`config.mk`:
```
export PLATFORM = sky130hd
export DESIGN_NAME = mul_seq_ctrl_flat
export DESIGN_NICKNAME = d
export VERILOG_FILES = /design/src/rtl/mul_seq_ctrl_if.sv /design/src/rtl/mul_seq_ctrl.sv /design/src/flat_wrapper.sv
export SDC_FILE = /design/constraint.sdc
export NUM_CORES = 1
export LEC_CHECK = 0
export BUFFER_PORTS_ARGS = -buffer_cell sky130_fd_sc_hd__buf_2
export CAP_MARGIN = 40
export CORE_ASPECT_RATIO = 1.1
export CORE_MARGIN = 2
export CORE_UTILIZATION = 35
export CTS_CLUSTER_SIZE = 20
export DETAILED_ROUTE_END_ITERATION = 7
export HOLD_SLACK_MARGIN = 0.06
export PLACE_DENSITY = 0.75
export SYNTH_ARGS = -nofsm -noshare
export SYNTH_HDL_FRONTEND = slang
export SYNTH_SLANG_ARGS = --single-unit
```
`constraint.sdc`:
```
create_clock -name clk -period 1.3 [get_ports clk]
set_input_delay 0.26 -clock clk [delete_from_list [all_inputs] [get_ports clk]]
set_output_delay 0.26 -clock clk [all_outputs]
set_load 0.03 [all_outputs]
```
`src/rtl/mul_seq_ctrl_if.sv`:
```
// ---------------------------------------------------------------------------
// mul_seq_ctrl_if
// Bundles the handshake and datapath signals of the sequential shift-add
// multiplier controller.
//
//   start     master -> slave   request one multiplication
//   a         master -> slave   8-bit multiplicand
//   m         master -> slave   8-bit multiplier
//   prod_in   master -> slave   16-bit running product from the datapath
//   dp_clr_n  slave  -> master  active-low datapath clear
//   test      slave  -> master  current multiplier bit (adder gate)
//   mcand     slave  -> master  latched multiplicand
//   busy      slave  -> master  operation in progress
//   done      slave  -> master  one-cycle result-updated pulse
//   result    slave  -> master  captured 16-bit product
// ---------------------------------------------------------------------------
interface mul_seq_ctrl_if;
   logic        start;
   logic [7:0]  a;
   logic [7:0]  m;
   logic [15:0] prod_in;
   logic        dp_clr_n;
   logic        test;
   logic [7:0]  mcand;
   logic        busy;
   logic        done;
   logic [15:0] result;

   modport master (
      output start, a, m, prod_in,
      input  dp_clr_n, test, mcand, busy, done, result
   );

   modport slave (
      input  start, a, m, prod_in,
      output dp_clr_n, test, mcand, busy, done, result
   );
endinterface

```
`src/rtl/mul_seq_ctrl.sv`:
```
// ---------------------------------------------------------------------------
// mul_seq_ctrl
// Controller for an external 8x8 shift-add multiplier datapath. On an
// accepted start it latches the operands, clears the datapath for one cycle,
// walks the multiplier LSB first for eight cycles (presenting each bit on
// test), then captures the datapath product into result and pulses done.
//
// Ports
//   clk    sole clock, rising edge
//   reset  synchronous active-low reset
//   bus    mul_seq_ctrl_if.slave (start/a/m/prod_in in,
//          dp_clr_n/test/mcand/busy/done/result out)
// ---------------------------------------------------------------------------
module mul_seq_ctrl (
   input logic           clk,
   input logic           reset,
   mul_seq_ctrl_if.slave bus
);

   localparam logic [2:0] S_IDLE    = 3'd0;
   localparam logic [2:0] S_CLEAR   = 3'd1;
   localparam logic [2:0] S_STEP    = 3'd2;
   localparam logic [2:0] S_CAPTURE = 3'd3;
   localparam logic [2:0] S_DONE    = 3'd4;

   logic [2:0]  state;
   logic [7:0]  mcand_q;
   logic [7:0]  mult_sr;   // multiplier, shifted right once per step
   logic [2:0]  step_cnt;
   logic [15:0] result_q;

   // NOTE: all state below uses non-blocking assignments so every register
   // samples pre-edge values, independent of statement order.
   always_ff @(posedge clk) begin
      if (!reset) begin
         state    <= S_IDLE;
         mcand_q  <= '0;
         mult_sr  <= '0;
         step_cnt <= '0;
         result_q <= '0;
      end else begin
         case (state)
            S_IDLE, S_DONE: begin
               if (bus.start) begin
                  state    <= S_CLEAR;
                  mcand_q  <= bus.a;
                  mult_sr  <= bus.m;
                  step_cnt <= '0;
               end else begin
                  state    <= S_IDLE;
               end
            end
            S_CLEAR: state <= S_STEP;
            S_STEP: begin
               mult_sr <= mult_sr >> 1;
               // Leave on the eighth step; the counter parks at 7 rather
               // than wrapping so it can never describe a ninth step.
               if (step_cnt == 3'd7) begin
                  state <= S_CAPTURE;
               end else begin
                  step_cnt <= step_cnt + 3'd1;
               end
            end
            S_CAPTURE: begin
               // The datapath has absorbed the last partial product by now.
               result_q <= bus.prod_in;
               state    <= S_DONE;
            end
            default: state <= S_IDLE;
         endcase
      end
   end

   // Start requests are only looked at in IDLE/DONE, so a start while busy
   // leaves operands, counter and state untouched.
   assign bus.test     = (state == S_STEP) & mult_sr[0];
   assign bus.busy     = (state == S_CLEAR) | (state == S_STEP) | (state == S_CAPTURE);
   assign bus.done     = (state == S_DONE);
   // Reset drives the clear directly so the datapath clears on the same edge.
   assign bus.dp_clr_n = reset & (state != S_CLEAR);
   assign bus.mcand    = mcand_q;
   assign bus.result   = result_q;

endmodule
```
`src/flat_wrapper.sv`:
```
// flat-port wrapper written by rule: the top's interface ports become plain ports
module mul_seq_ctrl_flat 
  (clk, reset, bus_start, bus_a, bus_m, bus_prod_in, bus_dp_clr_n, bus_test, bus_mcand, bus_busy, bus_done, bus_result);
  mul_seq_ctrl_if bus_i ();
  input logic clk;
  input logic reset;
  input wire logic [$bits(bus_i.start)-1:0] bus_start;
  input wire logic [$bits(bus_i.a)-1:0] bus_a;
  input wire logic [$bits(bus_i.m)-1:0] bus_m;
  input wire logic [$bits(bus_i.prod_in)-1:0] bus_prod_in;
  output wire logic [$bits(bus_i.dp_clr_n)-1:0] bus_dp_clr_n;
  output wire logic [$bits(bus_i.test)-1:0] bus_test;
  output wire logic [$bits(bus_i.mcand)-1:0] bus_mcand;
  output wire logic [$bits(bus_i.busy)-1:0] bus_busy;
  output wire logic [$bits(bus_i.done)-1:0] bus_done;
  output wire logic [$bits(bus_i.result)-1:0] bus_result;
  assign bus_i.start = bus_start;
  assign bus_i.a = bus_a;
  assign bus_i.m = bus_m;
  assign bus_i.prod_in = bus_prod_in;
  assign bus_dp_clr_n = bus_i.dp_clr_n;
  assign bus_test = bus_i.test;
  assign bus_mcand = bus_i.mcand;
  assign bus_busy = bus_i.busy;
  assign bus_done = bus_i.done;
  assign bus_result = bus_i.result;
  mul_seq_ctrl u_core (.clk(clk), .reset(reset), .bus(bus_i));
endmodule
```
==> results.cfg, run 1 <==
[timing]
clock_skew_ns = 0.00289
worst_slew_pin_slew_ns = 0.211
final_max_slew_viol_count = 0
setup_viol = 24
finalCriticalPeriod_ns = 1.53
rsz0062_at_grt = yes
finalSetupTns_ns = -1.59
relSlewSlack_pct = 85.9
hold_viol_final = 0
max_freq_mhz = 655
hold_slack_ns = 0.209
period_share_pct = 117
worst_slack_ns = -0.227

[cells_and_area]
design_area_um2 = 2360
nets = 302
syn_to_final_growth_pct = 48.5
num_antenna_cells = 0
instances_no_fill = 320
drive_above_1_share_pct = 48.1
fillers = 399
final_util_pct = 54.6

[die]
die_x_um = 68.2
die_y_um = 74.6
io_pins = 63
core_um2 = 4320
core.rowCount = 25
initial_utilization_pct = 36.8
dieArea_um2 = 5090

[logic_synthesis]
synth_fp_nets = 224
synth_cell_type_count = 26
synth_cells = 187
ys_warn_count = 0
synth_mux_area_share_pct = 0
synth.area.top_cells = dfxtp_1 48%, nand2_1 17%, a21boi_0 10%, buf_6 3.5%, a31oi_1 2.8%
synth_xor_area_share_pct = 0.552
yosysTopAreaCellShare_pct = 47.9
synth_top_family_by_area = simple AND/OR/NAND/NOR gates
synth_area_um2 = 1590
synth_compound_area_share_pct = 19.5
post_synth.cell_area_avg_um2 = 8.48
synth-simple-area-share_pct = 23.5
synth-seq-area-share_pct = 47.9
synth_top_area_cell = dfxtp_1
synth_fa_ha_area_share_pct = 1.58
synth-seq-cells = 38

[power]
share_seq_of_total_power_pct = 47.5
p_leak_nw = 1.04
max-vdd-ir-drop_v = 0.000646
power.share.clock_pct = 30.5
p_sw_share_pct = 27.6
p_switching_mw = 0.745
power.density_nw_per_um2 = 1140
internal-power_mw = 1.95
combPwrFrac_pct = 22.0
total_power_mw = 2.69

[critical_path]
worstSetupStartpoint = u_core.state[1]
reg2reg_depth = 6
crit_type = register to primary output
required_ns = 1.04
start_kind = register
critPathMaxFanout = 2
endpoint_kind = primary output
arrival_ns = 1.27
r2r_slack_ns = -0.10
worstReg2RegStart = u_core.state[1]
cp-endpoint = bus_test
worstReg2RegEnd = u_core.step_cnt[0]

[cts]
clock_sink_count = 38
cts_max_level = 2
hold_buffers = 0
clock_latency_ns = 0.29
root_buffer = clkbuf_8
cts_tree = done
clk_pin_slew_ns = 0.07
cts_buffer_depth = 2
numCtsBuffers = 5

[placed_design]
io_buffers = 62
routabilityCongestion = 0.778
placed_cells = 304
dpl_cell_area_um2 = 2020
pre_cts_ws_ns = -0.0682
dp_hpwl_mm = 2.64

[global_routing]
grt_pass1_vias = 1416
grt_overflow = 0
grt_pass1_wl_mm = 6.22
antenna_found_initial = 0
grt_max_degree = 24
grt_use_total_pct = 16.4

[worst_hold_path]
holdPathStages = 3
hold_class = primary input to register

[routing]
drt_wl_total_mm = 4.01
route.vias.total = 1479
drc = 0
wire_per_inst_um = 12.5
drtPass1Iterations = 4
drtAntennaViolNets = 0
via_per_inst = 4.62
drt_iter0_markers = 58

[run_status]
violations = setup timing
status = finished with violations

[flow_run]
drv_cap = 0
## per-layer routing
metal | track usage, % | vias up | share of wire [%]
met5 | 0 | - | 0
met4 | 6.22 | 0 | 1.0
met3 | 4.78 | 4 | 5.8
met2 | 28.9 | 42 | 50
met1 | 18.6 | 668 | 43
li1 | - | 765 | -
## flip-flops by register name (all words and copies together) (netlist names)
signal and count:
u_core.bus.result 16, u_core.mult_sr 8, u_core.state 3, u_core.step_cnt 3, u_core.bus.mcand 8
## critical path, cell delays in order (launching register included)
cell and delay [ns]:
dfxtp_2 0.34, or3b_4 0.41, nor2_4 0.09, buf_6 0.13
## logic make-up after synthesis
family,count (synthesis)
adders and majority gates,2
AOI/OAI and AO/OA,45
DFF,38
xor gates and xnor gates,1
buffers and inverters,17
and+or+nand+nor,84
## power by group through the flow
stage                     logic, mW  registers, mW  clock network [mW]
after CTS                     0.539           1.27               0.846
after global routing          0.642           1.29               0.908
final                         0.594           1.28               0.822
after floorplan               0.243           1.33                   0
after global placement        0.440           1.28                   0
after detailed placement      0.449           1.29                   0
## worst min-delay path by stage
stage,endpoint,startpoint,slack (ns)
3_3_place_gp,u_core.bus.result[4],u_core.bus.result[4],0.45
3_5_place_dp,u_core.bus.mcand[3],u_core.bus.mcand[3],0.45
6_report,u_core.bus.mcand[3],bus_a[3],0.21
2_1_floorplan,u_core.mult_sr[7],bus_m[7],0.39
5_1_grt,u_core.bus.mcand[1],bus_a[1],0.21
4_1_cts,u_core.bus.mcand[0],bus_a[0],0.20
## synth_stat cells
cell and count:
a21boi_0 22, a21boi_1 2, a21oi_1 1, a31oi_1 7, and2_1 3, and3b_1 1, buf_2 4, buf_4 1
buf_6 5, clkbuf_1 4, dfxtp_1 38, ha_1 2, inv_1 3, nand2_1 70, nand2b_1 1, nand2b_4 1
nand3b_1 1, nor2_1 3, nor3b_1 1, nor3b_4 1, o21ai_0 7, o21ai_2 2, o22ai_1 3, o31a_1 1
or3b_1 2, xnor2_1 1
## repair_timing
item,CTS,global route
gates cloned,1,1
setup endpoints to repair,21,24
pin swaps,34,15
buffers inserted,4,2
gates resized for setup,47,18
## cells in the final DEF, fill, tap and decap left out, types with 5 or more instances in the layout
master,Yosys,layout
a31oi_1,7,7
a21boi_1,2,7
a21boi_0,22,16
buf_4,1,11
buf_2,4,58
nand2_2,0,15
buf_6,5,11
o21ai_2,2,5
clkbuf_8,0,6
nand2_1,70,54
dfxtp_1,38,35
## layout make-up
cell class	instances	area [um2]	share of cell area, %
clock buffer	7	86.3	3.66
clock inverter	1	5.00	0.212
inverter	3	11.3	0.478
multi-input combinational	132	825	35.0
sequential	38	764	32.4
tap	54	67.6	2.87
timing repair buffer	85	597	25.3
No activity file was read; power rests on OpenSTA's default activity.
==> inputs of run 2 (changes only) <==
Settings changed: ABC_AREA from default to 1, BUFFER_PORTS_ARGS -buffer_cell sky130_fd_sc_hd__buf_2 to default, DONT_BUFFER_PORTS from default to 1, PLACE_DENSITY 0.75 to 0.63.
==> results.cfg, run 2 <==
[run_status]
status = finished with violations
violations = setup timing

[critical_path]
worstReg2RegEnd = u_core.bus.mcand[1]
r2r_slack_ns = 0.08
critPathMaxFanout = 4
required_ns = 1.04
worstSetupStartpoint = u_core.state[0]
cp-endpoint = bus_busy
crit_type = register to primary output
reg2reg_depth = 5
path_cells = nor2_2 -> nor2_2 -> buf_4
cpMostUsedCell = nor2_2
slowest_delay_ns = 0.37
endpoint_kind = primary output
start_kind = register
worstReg2RegStart = u_core.state[0]
slowest_stage = dfxtp_4
arrival_ns = 1.09

[cts]
cts_max_level = 2
hold_buffers = 0
numCtsBuffers = 5
clock_sink_count = 38
cts_tree = done
clock_latency_ns = 0.28
root_buffer = clkbuf_8
cts_buffer_depth = 2
clk_pin_slew_ns = 0.07

[placed_design]
io_buffers = 0
dp_hpwl_mm = 2.42
placed_cells = 294
routabilityCongestion = 0.796

[timing]
final_max_slew_viol_count = 0
finalCriticalPeriod_ns = 1.35
clock_skew_ns = 0.00634
max_freq_mhz = 739
rsz0062_at_grt = yes
period_share_pct = 104
hold_viol_final = 0
worst_slew_pin_slew_ns = 0.338
worst_slack_ns = -0.0529
hold_slack_ns = 0.0991
setup_viol = 4
relSlewSlack_pct = 77.4

[cells_and_area]
final_util_pct = 42.0
instances_no_fill = 306
final_common_cell = nor2_1
num_antenna_cells = 0
final_cell_mix = 59 x nor2_1, 35 x dfxtp_1, 31 x inv_1
nets = 287
syn_to_final_growth_pct = 15.9
largest_register_ffs = 16
drive_above_1_share_pct = 17.6

[logic_synthesis]
ys_warn_count = 0
synthTopCellsByCount = 62 x nor2_1, 38 x dfxtp_1, 34 x inv_1, 24 x nand2_1, 22 x nand3_1
synth_cell_type_count = 21
synth.area.top_cells = dfxtp_1 45%, nor2_1 14%, inv_1 7.6%, nand3_1 6.5%, nand2_1 5.3%
yosys.cell_count.top_type = nor2_1
synth_xor_area_share_pct = 0
synth_cells = 238
synth_fp_nets = 275
synth_mux_area_share_pct = 0
post_synth.cell_area_avg_um2 = 7.09
synth-simple-area-share_pct = 31.7
synth-seq-area-share_pct = 45.1
synth_fa_ha_area_share_pct = 1.48
synth_ff_type = dfxtp_1
synth_area_um2 = 1690
synth_edf_count = 0
ys_async_sr_fraction_pct = 0
yosysTopAreaCellShare_pct = 45.1
synth-seq-cells = 38
synth_top_family_by_area = simple AND/OR/NAND/NOR gates
synth_top_area_cell = dfxtp_1
synth_compound_area_share_pct = 8.16

[power]
power.density_nw_per_um2 = 1470
max-vdd-ir-drop_v = 0.000545
p_leak_nw = 0.973

[die]
initial_utilization_pct = 36.3
dieArea_um2 = 5390
core_um2 = 4650
io_pins = 63
die_x_um = 70.2
core.rowCount = 26
die_y_um = 76.8

[routing]
drtPass1Iterations = 4
drt_iter0_markers = 58
route.vias.total = 1439
wire_per_inst_um = 11.9
via_per_inst = 4.70
drc = 0
drt_wl_total_mm = 3.66
drtAntennaViolNets = 0

[global_routing]
grt_use_total_pct = 14.4
grt_pass1_wl_mm = 6.21
grt_max_degree = 39
antenna_found_initial = 0
grt_overflow = 0
grt_pass1_vias = 1434

[flow_run]
drv_cap = 0

[worst_hold_path]
hold_class = primary input to register
run 2: cell types whose count changed after synthesis, sizes merged, moves of 3 or more:
cell    change
a21boi     -24
a31oi       -7
and2        -3
inv        +33
nand2      -43
nand3      +22
nand3b      +6
nor2       +62
o21ai      +15
o22ai       -3
run 2: where the power goes:
group	internal, mW	leakage (nW)	switching (mW)
logic	0.263	0.622	0.364
registers	1.29	0.313	0.189
clock network	0.368	0.0373	0.393
run 2: logic make-up after synthesis:
kind of cell | after synthesis
AO/OA/AOI/OAI | 27
adder cells (fa/ha/maj) | 2
buffers and inverters | 49
flip-flops | 38
AND/OR/NAND/NOR | 122
run 2: how the worst min path moves through the flow:
stage | from | end | slack, ns | cells past startpoint
2_1_floorplan | bus_prod_in[4] | u_core.bus.result[4] | 0.39 | 2
3_3_place_gp | reset | u_core.step_cnt[1] | 0.39 | 2
3_5_place_dp | reset | u_core.step_cnt[1] | 0.39 | 2
4_1_cts | reset | u_core.step_cnt[1] | 0.08 | 2
5_1_grt | reset | u_core.state[0] | 0.09 | 2
6_report | reset | u_core.state[0] | 0.1 | 2
run 2: cell type report:
type	instances	area, um2
Inverter	36	143
Fill cell	496	2700
Multi-Input combinational cell	151	741
Tap cell	56	70.1
Clock inverter	1	7.51
Sequential cell	38	772
Timing Repair Buffer	18	150
Clock buffer	6	72.6
run 2: critical path: cells and delay by family (launching register included):
kind                   cells  cell delay [ns]
AND/OR/NAND/NOR            2             0.27
buffers and inverters      1             0.17
flip-flops                 1             0.37
run 2: per-layer routing:
| layer | up-vias | part of all wire (%) | track usage (%) |
|---|---|---|---|
| met5 | - | 0 | 0 |
| met4 | 0 | 1.6 | 5.19 |
| met3 | 6 | 7.1 | 6.18 |
| met2 | 42 | 47 | 25.5 |
| met1 | 640 | 44 | 15.0 |
| li1 | 751 | - | - |
run 2: stage by stage:
step | power (mW) | instance area [um2] | worst slack [ns] | setup TNS [ns]
3_3_place_gp | 2.06 | 1770 | 0.0800 | 0
4_1_cts | 2.89 | 1930 | -0.0725 | -0.131
3_5_place_dp | 2.07 | 1770 | 0.0414 | 0
6_report | 2.87 | 1960 | -0.0529 | -0.122
2_1_floorplan | 1.97 | 1690 | 0.00558 | 0
5_1_grt | 3.06 | 1960 | -0.0944 | -0.378
run 2: repair_timing:
item,in CTS,in global routing
gates resized for setup,19,4
buffers inserted,4,1
endpoints found under the setup margin,4,10
pin swaps,3,2
==> inputs of run 3 (changes only) <==
Settings changed: REMOVE_ABC_BUFFERS from default to 1.
==> results.cfg, run 3 (same netlist as run 2, synthesis figures left out) <==
[run_status]
status = finished with violations
violations = setup timing

[cts]
cts_buffer_depth = 2
clock_sink_count = 38
hold_buffers = 0
numCtsBuffers = 5
clock_latency_ns = 0.28
cts_tree = done
root_buffer = clkbuf_8
cts_max_level = 2
post-cts-setup-buffers = 0
clk_pin_slew_ns = 0.07

[power]
internal-power_mw = 1.92
combPwrFrac_pct = 20.1
p_switching_mw = 0.910
power.share.clock_pct = 27.8
p_leak_nw = 0.936
power.density_nw_per_um2 = 1520
max-vdd-ir-drop_v = 0.000647
share_seq_of_total_power_pct = 52.2
p_sw_share_pct = 32.1

[cells_and_area]
design_area_um2 = 1870
largest_register_ffs = 16
nets = 279
regArea_um2 = 769
syn_to_final_growth_pct = 10.8
final_common_cell = nor2_1
fillers = 492
drive_above_1_share_pct = 12.9
multi_input_area_um2 = 722
final_cell_mix = 61 x nor2_1, 35 x dfxtp_1, 33 x inv_1

[routing]
drtAntennaViolNets = 0
drt_iter0_markers = 60
route.vias.total = 1402
drc = 0
drt_wl_total_mm = 3.45
wire_per_inst_um = 11.6
drtPass1Iterations = 4
via_per_inst = 4.70

[critical_path]
start_kind = register
slowest_stage = dfxtp_4
endpoint_kind = primary output
required_ns = 1.04
arrival_ns = 1.09
critPathMaxFanout = 4
crit_type = register to primary output
slowest_delay_ns = 0.37
path_cells = nor2_4 -> nand2_2 -> nor2_1 -> buf_4

[global_routing]
grt.busiest_layer = met2
grt_use_total_pct = 13.8
grt_pass1_vias = 1402
met3_usage_pct = 5.26
use_met2_pct = 23.7
grt_max_degree = 39
grt_pass1_wl_mm = 6.06
antenna_found_initial = 1
grt_overflow = 0
gr-usage-met1_pct = 15.0

[timing]
hold_viol_final = 0
finalCriticalPeriod_ns = 1.35
relSlewSlack_pct = 77.0
period_share_pct = 104
final_max_slew_viol_count = 0
worst_slack_ns = -0.0548
rsz0062_at_grt = yes
setup_viol = 3
max_freq_mhz = 738
worst_slew_pin_slew_ns = 0.345
clock_skew_ns = 0.00239

[die]
core.rowCount = 26
core_um2 = 4650
initial_utilization_pct = 36.3
io_pins = 63
die_x_um = 70.2
dieArea_um2 = 5390
die_y_um = 76.8

[placed_design]
pre_cts_ws_ns = 0.0470
io_buffers = 0
dp_hpwl_mm = 2.33
dpl_cell_area_um2 = 1740
routabilityCongestion = 0.744

[flow_run]
drv_cap = 0

[worst_hold_path]
hold_class = primary input to register
==> run 3: per-layer routing <==
layer	vias to the layer above	routed length (um)
li1	734	-
met1	622	1550
met2	40	1580
met3	6	256
met4	0	59
met5	-	0
==> run 3: worst max-delay path: cells and delay by family (launching register included) <==
family	cells	cell delay, ns
DFF	1	0.37
and+or+nand+nor	3	0.29
buffers and inverters	1	0.16
==> run 3: final timing paths <==
path / start / end / slack (ns) / cells after the start
setup / recovery: u_core.state[0] / bus_test / -0.05 / 4
hold / removal: reset / u_core.step_cnt[0] / 0.1 / 2
setup reg to reg: u_core.state[0] / u_core.bus.mcand[2] / 0.05 / 5
hold reg to reg: u_core.mult_sr[7] / u_core.mult_sr[7] / 0.48 / 2
==> run 3: power groups by stage <==
stage | sequential [mW] | combinational (mW) | clock [mW]
after floorplan | 1.49 | 0.402 | 0
after CTS | 1.48 | 0.564 | 0.822
after global routing | 1.50 | 0.668 | 0.863
after global placement | 1.50 | 0.537 | 0
after detailed placement | 1.50 | 0.543 | 0
final | 1.48 | 0.568 | 0.786
==> run 3: final cells by class <==
type	instances	area share, %
diodes	1	0.134
clock buffers	6	4.42
inverters	36	7.50
multi-input cells	151	38.6
flip-flops and latches	38	41.2
well taps	56	3.75
repair buffers	10	4.42
==> run 3: through the flow <==
step	instances	total power, mW	setup TNS, ns	util, %	hold slack, ns
after floorplan	225	1.89	-1.50	-	0.381
after global placement	291	2.04	0	37.4	0.387
after detailed placement	291	2.04	0	37.4	0.391
after CTS	297	2.87	-0.120	39.9	0.0857
after global routing	298	3.03	-0.837	40.2	0.0879
final	298	2.83	-0.0810	40.2	0.0975
==> run 3: timing repair <==
| item | in CTS | in global routing |
|---|---|---|
| resized for setup | 11 | 4 |
| pin swaps | 1 | 0 |
| endpoints found under the setup margin | 4 | 19 |
